### src/rtl/conv_window_pkg.sv
// rtl/conv_window_pkg.sv - shared window constants, FSM state type and element indexing for conv_window_3x3
package conv_window_pkg;

   localparam int WIN_K = 3;
   localparam int WIN_N = WIN_K * WIN_K;

   typedef enum logic [1:0] {IDLE, FILL, RUN, DONE} state_t;

   // Flat position of window element (r,c); r=0 is the oldest row, c=0 the oldest column
   function automatic int win_idx(input int r, input int c);
      return WIN_K * r + c;
   endfunction

endpackage

### src/rtl/line_delay.sv
// rtl/line_delay.sv - CE-gated shift register, DEPTH stages of WID bits, storage not reset
module line_delay #(
   parameter int WID   = 8,
   parameter int DEPTH = 16
) (
   input  logic           CLK,
   input  logic           ce,
   input  logic [WID-1:0] din,
   output logic [WID-1:0] dout
);

   logic [WID-1:0] mem [DEPTH];

   always_ff @(posedge CLK) begin
      if (ce) begin
         mem[0] <= din;
         for (int i = 1; i < DEPTH; i++) begin
            mem[i] <= mem[i-1];
         end
      end
   end

   assign dout = mem[DEPTH-1];

endmodule

### src/rtl/conv_window_3x3.sv
// rtl/conv_window_3x3.sv - streaming 3x3 window generator over a raster pixel stream.
// Optional STRIDE2_EN: emit only windows whose top-left corner lies on even coordinates.
module conv_window_3x3
   import conv_window_pkg::*;
#(
   parameter int WID   = 8,
   parameter int IMG_W = 16,
   parameter int IMG_H = 16
) (
   input  logic                 CLK,
   input  logic                 SCLR,
   input  logic                 in_valid,
   input  logic [WID-1:0]       in_data,
   output logic                 in_ready,
   output logic                 out_valid,
   input  logic                 out_ready,
   output logic [WIN_N*WID-1:0] out_win,
   output logic                 frame_done
);

   localparam int CW = $clog2(IMG_W);
   localparam int RW = $clog2(IMG_H);

   logic [CW-1:0]        col;
   logic [RW-1:0]        row;
   state_t               state;
   logic                 accept;
   logic                 last_col;
   logic                 last_row;
   logic                 last_pix;
   logic                 in_run;
   logic                 emit;
   logic [WID-1:0]       d0_out;
   logic [WID-1:0]       d1_out;
   logic [WID-1:0]       win     [WIN_K][WIN_K];
   logic [WID-1:0]       win_nxt [WIN_K][WIN_K];
   logic [WIN_N*WID-1:0] win_flat;

   assign in_ready = !out_valid || out_ready;
   // A pixel arriving alongside SCLR is discarded, so it must not shift anything either
   assign accept   = in_valid && in_ready && !SCLR;
   assign last_col = (col == CW'(IMG_W - 1));
   assign last_row = (row == RW'(IMG_H - 1));
   assign last_pix = last_col && last_row;
   assign in_run   = (row >= RW'(2)) && (col >= CW'(2));

`ifdef STRIDE2_EN
   assign emit = accept && in_run && !row[0] && !col[0];
`else
   assign emit = accept && in_run;
`endif

   line_delay #(.WID(WID), .DEPTH(IMG_W)) u_delay0 (
      .CLK  (CLK),
      .ce   (accept),
      .din  (in_data),
      .dout (d0_out)
   );

   line_delay #(.WID(WID), .DEPTH(IMG_W)) u_delay1 (
      .CLK  (CLK),
      .ce   (accept),
      .din  (d0_out),
      .dout (d1_out)
   );

   always_comb begin
      for (int r = 0; r < WIN_K; r++) begin
         win_nxt[r][0] = win[r][1];
         win_nxt[r][1] = win[r][2];
      end
      win_nxt[0][2] = d1_out;
      win_nxt[1][2] = d0_out;
      win_nxt[2][2] = in_data;
   end

   always_comb begin
      win_flat = '0;
      for (int r = 0; r < WIN_K; r++) begin
         for (int c = 0; c < WIN_K; c++) begin
            win_flat[WID*win_idx(r, c) +: WID] = win_nxt[r][c];
         end
      end
   end

   // Stale columns left over from the previous row are masked by the col>=2 emit gate
   always_ff @(posedge CLK) begin
      if (accept) begin
         win <= win_nxt;
      end
   end

   always_ff @(posedge CLK) begin
      if (SCLR) begin
         out_valid  <= 1'b0;
         out_win    <= '0;
         frame_done <= 1'b0;
         col        <= '0;
         row        <= '0;
         state      <= IDLE;
      end else begin
         frame_done <= accept && last_pix;

         if (emit) begin
            out_valid <= 1'b1;
            out_win   <= win_flat;
         end else if (out_ready) begin
            out_valid <= 1'b0;
         end

         if (accept) begin
            if (last_col) begin
               col <= '0;
               row <= last_row ? '0 : row + 1'b1;
            end else begin
               col <= col + 1'b1;
            end
         end

         case (state)
            IDLE: if (accept) state <= FILL;
            FILL: begin
               if (accept && last_pix) state <= DONE;
               else if (accept && in_run) state <= RUN;
            end
            RUN:  if (accept && last_pix) state <= DONE;
            DONE: state <= accept ? FILL : IDLE;
            default: state <= IDLE;
         endcase
      end
   end

endmodule

### config.mk
export PLATFORM = sky130hd
export DESIGN_NAME = conv_window_3x3
export DESIGN_NICKNAME = d
export VERILOG_FILES = /design/src/rtl/conv_window_pkg.sv /design/src/rtl/line_delay.sv /design/src/rtl/conv_window_3x3.sv
export SDC_FILE = /design/constraint.sdc
export NUM_CORES = 1
export LEC_CHECK = 0
export BUFFER_PORTS_ARGS = -buffer_cell sky130_fd_sc_hd__buf_2
export CAP_MARGIN = 10
export CORE_MARGIN = 2
export CORE_UTILIZATION = 36
export CTS_BUF_LIST = sky130_fd_sc_hd__clkbuf_16
export CTS_CLUSTER_DIAMETER = 30
export DETAILED_ROUTE_END_ITERATION = 7
export PLACE_DENSITY = 0.53
export SKIP_LAST_GASP = 1
export SYNTH_ARGS = -nofsm -noshare
export SYNTH_HDL_FRONTEND = slang
export SYNTH_SLANG_ARGS = --single-unit
### constraint.sdc
create_clock -name CLK -period 15.79 [get_ports CLK]
set_clock_uncertainty 0.2 [all_clocks]
set_input_delay 2.3685 -clock CLK [delete_from_list [all_inputs] [get_ports CLK]]
set_output_delay 2.3685 -clock CLK [all_outputs]
set_load 0.02 [all_outputs]
==> impl_metrics.csv <==
group,metric,value,unit
synth,syn_inst,642,
grt,grt_first_pass_wirelength,29.8,mm
floorplanning,die_h,181,µm
detailed_routing,drtIter0Drc,392,
pwr,p_sw_frac,0.213,
pwr,p_clk_frac,0.545,
clocking,cts-htree-levels,2,
clocking,cts_tree,"yes",
detailed_routing,vias_per_cell,4.49,
pwr,netSwitchingPower,499,µW
finish,stdcell_count,1216,
grt,grt_util_all_layers,0.112,
placed_design,place_inst,1105,
synth,synth-seq-cells,354,
clocking,clock_path_buffers,3,
critical_path,worst_r2r_endpoint,"u_delay0.mem[0][43]",
detailed_routing,drc_errors,0,
min_path,worstHoldStart,"u_delay0.mem[1][28]",
floorplanning,die_x,181,µm
floorplanning,boundaryPins,87,
placed_design,gp_congestion,0.680,
sta,setup_ws,9.87,ns
clocking,cts_made_buffers,59,
sta,finalSetupViolCount,0,
sta,setup_tns,0,ns
critical_path,worstReg2RegStart,"out_valid",
critical_path,worst-endpoint-required,13.22,ns
synth,syn_nets,658,
detailed_routing,final_antenna_net_count,0,
placed_design,place_area,0.0120,mm²
sta,hold_viol_final,0,
critical_path,critPathArrivalTime,3.35,ns
sta,min_period,5.92,ns
placed_design,port_buffers,86,
finish,final_area,0.0141,mm²
placed_design,hpwl,9.38,mm
synth,synth.area.top_cells,"edfxtp_1 (73%), dfxtp_1 (15%), nand2_1 (4.9%)",
critical_path,r2r_slack,12.89,ns
clocking,numClockSinks,354,
synth,synth_warnings,0,
clocking,cts_setup_buffers,0,
sta,tightest_slew,0.997,ns
sta,rsz0062_at_grt,"false",
floorplanning,die-area,0.0326,mm²
clocking,ctsRootBufferMaster,"clkbuf_16",
finish,fin_nets,786,
floorplanning,core,0.0307,mm²
pwr,ir_drop,0.101,mV
run,cap_violations,0,
pwr,powerDensity,166,mW/mm²
detailed_routing,wl_per_cell,15.2,µm
synth,synthesis.area,0.0112,mm²
pwr,pwr-share-seq,0.446,
synth,synth.avg_cell_area,17.5,µm²
synth,ys_types,25,
grt,grt.overflow.total,0,
floorplanning,initial_core_util,0.366,
clocking,clock_latency,0.56,ns
sta,fin_crit_sh,0.375,
critical_path,endpoint_kind,"output pin",
min_path,min_to,"u_delay0.mem[1][36]",
outcome,outcome,"finished, final reports clean",
pwr,p_int,1840,µW
min_path,holdPathStages,0,
critical_path,critPathKind,"input port to output pin",
detailed_routing,first_pass_iters,5,
clocking,post_cts_resize_count,0,
synth,ys_seq_area_frac,0.874,
pwr,comb_power_share,0.010,
floorplanning,rows,64,
sta,drv_slew,0,
clocking,postCtsHoldBufs,0,
critical_path,path_max_fanout,6,
clocking,clk_pin_slew_worst_paths,0.06,ns
placed_design,place_ws,9.90,ns
synth,yosysTopAreaCell,"edfxtp_1",
critical_path,reg2reg_depth,4,
synth,synth_top_area_frac,0.728,
min_path,min_path_type,"register to register",
finish,area_growth,25.5,%
grt,antenna_found_initial,0,
detailed_routing,wl,18.5,mm
critical_path,cp-start-kind,"input port",
sta,max_freq,169,MHz
detailed_routing,vias,5463,
pwr,p_leak,0.00496,µW
grt,grt_max_degree,200,
sta,whs,0.202,ns
finish,antenna_cells,0,
sta,slew-limit-headroom,0.335,
finish,drive_above_1_share,0.246,
grt,grt_pass1_vias,5463,
==> cell families after synthesis <==
group	share of synthesized area
DFF	0.874
and+or+nand+nor	0.0637
AOI/OAI and AO/OA	0.0382
buffers and inverters	0.0171
adders and majority gates	0.00446
muxes	0.00178
xor gates and xnor gates	0.000781
==> stage by stage <==
step	total power, µW	util
2_1_floorplan	1080	-
3_3_place_gp	1080	0.393
3_5_place_dp	1080	0.393
4_1_cts	2370	0.459
5_1_grt	2420	0.459
6_report	2340	0.459
==> worst max-delay path, cell delays in order <==
cell	delay, ns
buf_2	0.10
nor2b_1	0.42
inv_1	0.24
buf_2	0.22
==> power groups by stage <==
stage          clock, µW  sequential [µW]  combinational [µW]
3_5_place_dp           0             1060                23.2
3_3_place_gp           0             1060                22.7
2_1_floorplan          0             1070                14.6
5_1_grt             1350             1040                25.0
6_report            1270             1040                22.3
4_1_cts             1310             1040                23.2
==> metal layers <==
layer	GRT usage	vias up	wire, µm
met1	0.154	2669	8880
met4	0.0381	0	314
met2	0.163	138	7990
li1	-	2621	-
met3	0.0432	35	1320
met5	0	-	0
==> layout make-up <==
cell class,count,area (µm²)
clock buffers,59,1480
repair buffers,91,480
fillers,2687,16600
inverters,4,15.0
clock inverters,52,566
flip-flops and latches,354,9810
multi-input cells,260,1240
well taps,396,495
==> layout by cell type (no fill, tap or decap) <==
master,count
a31o_2,1
nor2_4,1
ha_1,4
nand2_1,148
clkinv_8,2
inv_1,8
clkinv_4,8
nor2b_1,2
bufinv_16,6
clkbuf_16,59
clkinv_1,3
a211oi_1,2
edfxtp_1,272
nor2_1,6
clkinvlp_4,6
a21oi_1,75
nor4b_4,1
or4_4,2
xor2_1,1
mux2i_1,2
a311oi_1,2
inv_8,7
clkinv_2,2
nand2b_1,3
and4_2,1
dfxtp_1,82
a31oi_1,2
nand3_1,3
buf_2,86
nor3_1,2
buf_12,1
and4_1,1
nand4_4,1
inv_6,14
buf_4,4
==> synthesized netlist by cell type <==
cell      number
buf_1          1
buf_4          7
ha_1           4
clkbuf_1       8
or4_4          2
and4_1         2
nand2_1      148
nand4_2        1
mux2i_1        2
nand3_1        3
nor3_1         2
dfxtp_1       82
inv_1          4
nand2b_1       3
xor2_1         1
buf_6          8
nor2b_1        2
nor4b_4        1
a311oi_1       2
a31oi_1        2
a211oi_1       2
edfxtp_1     272
a31o_2         1
a21oi_1       75
nor2_1         7
==> worst max-delay path by stage <==
stage	startpoint	to	slack, ns	cells past startpoint
after floorplan	SCLR	col[3]	0.33	3
after global placement	out_ready	in_ready	9.93	4
after detailed placement	out_ready	in_ready	9.90	4
after CTS	out_ready	in_ready	9.88	4
after global routing	out_ready	in_ready	9.82	4
final	out_ready	in_ready	9.87	4
==> flip-flops by register name (all words and copies together), names as in the netlist <==
| name | flops |
|---|---|
| u_delay1.mem | 120 |
| u_delay0.mem | 114 |
| out_win | 72 |
| win | 38 |
| col | 4 |
| row | 4 |
| frame_done | 1 |
| out_valid | 1 |
No activity file was read; power rests on OpenSTA's default activity.
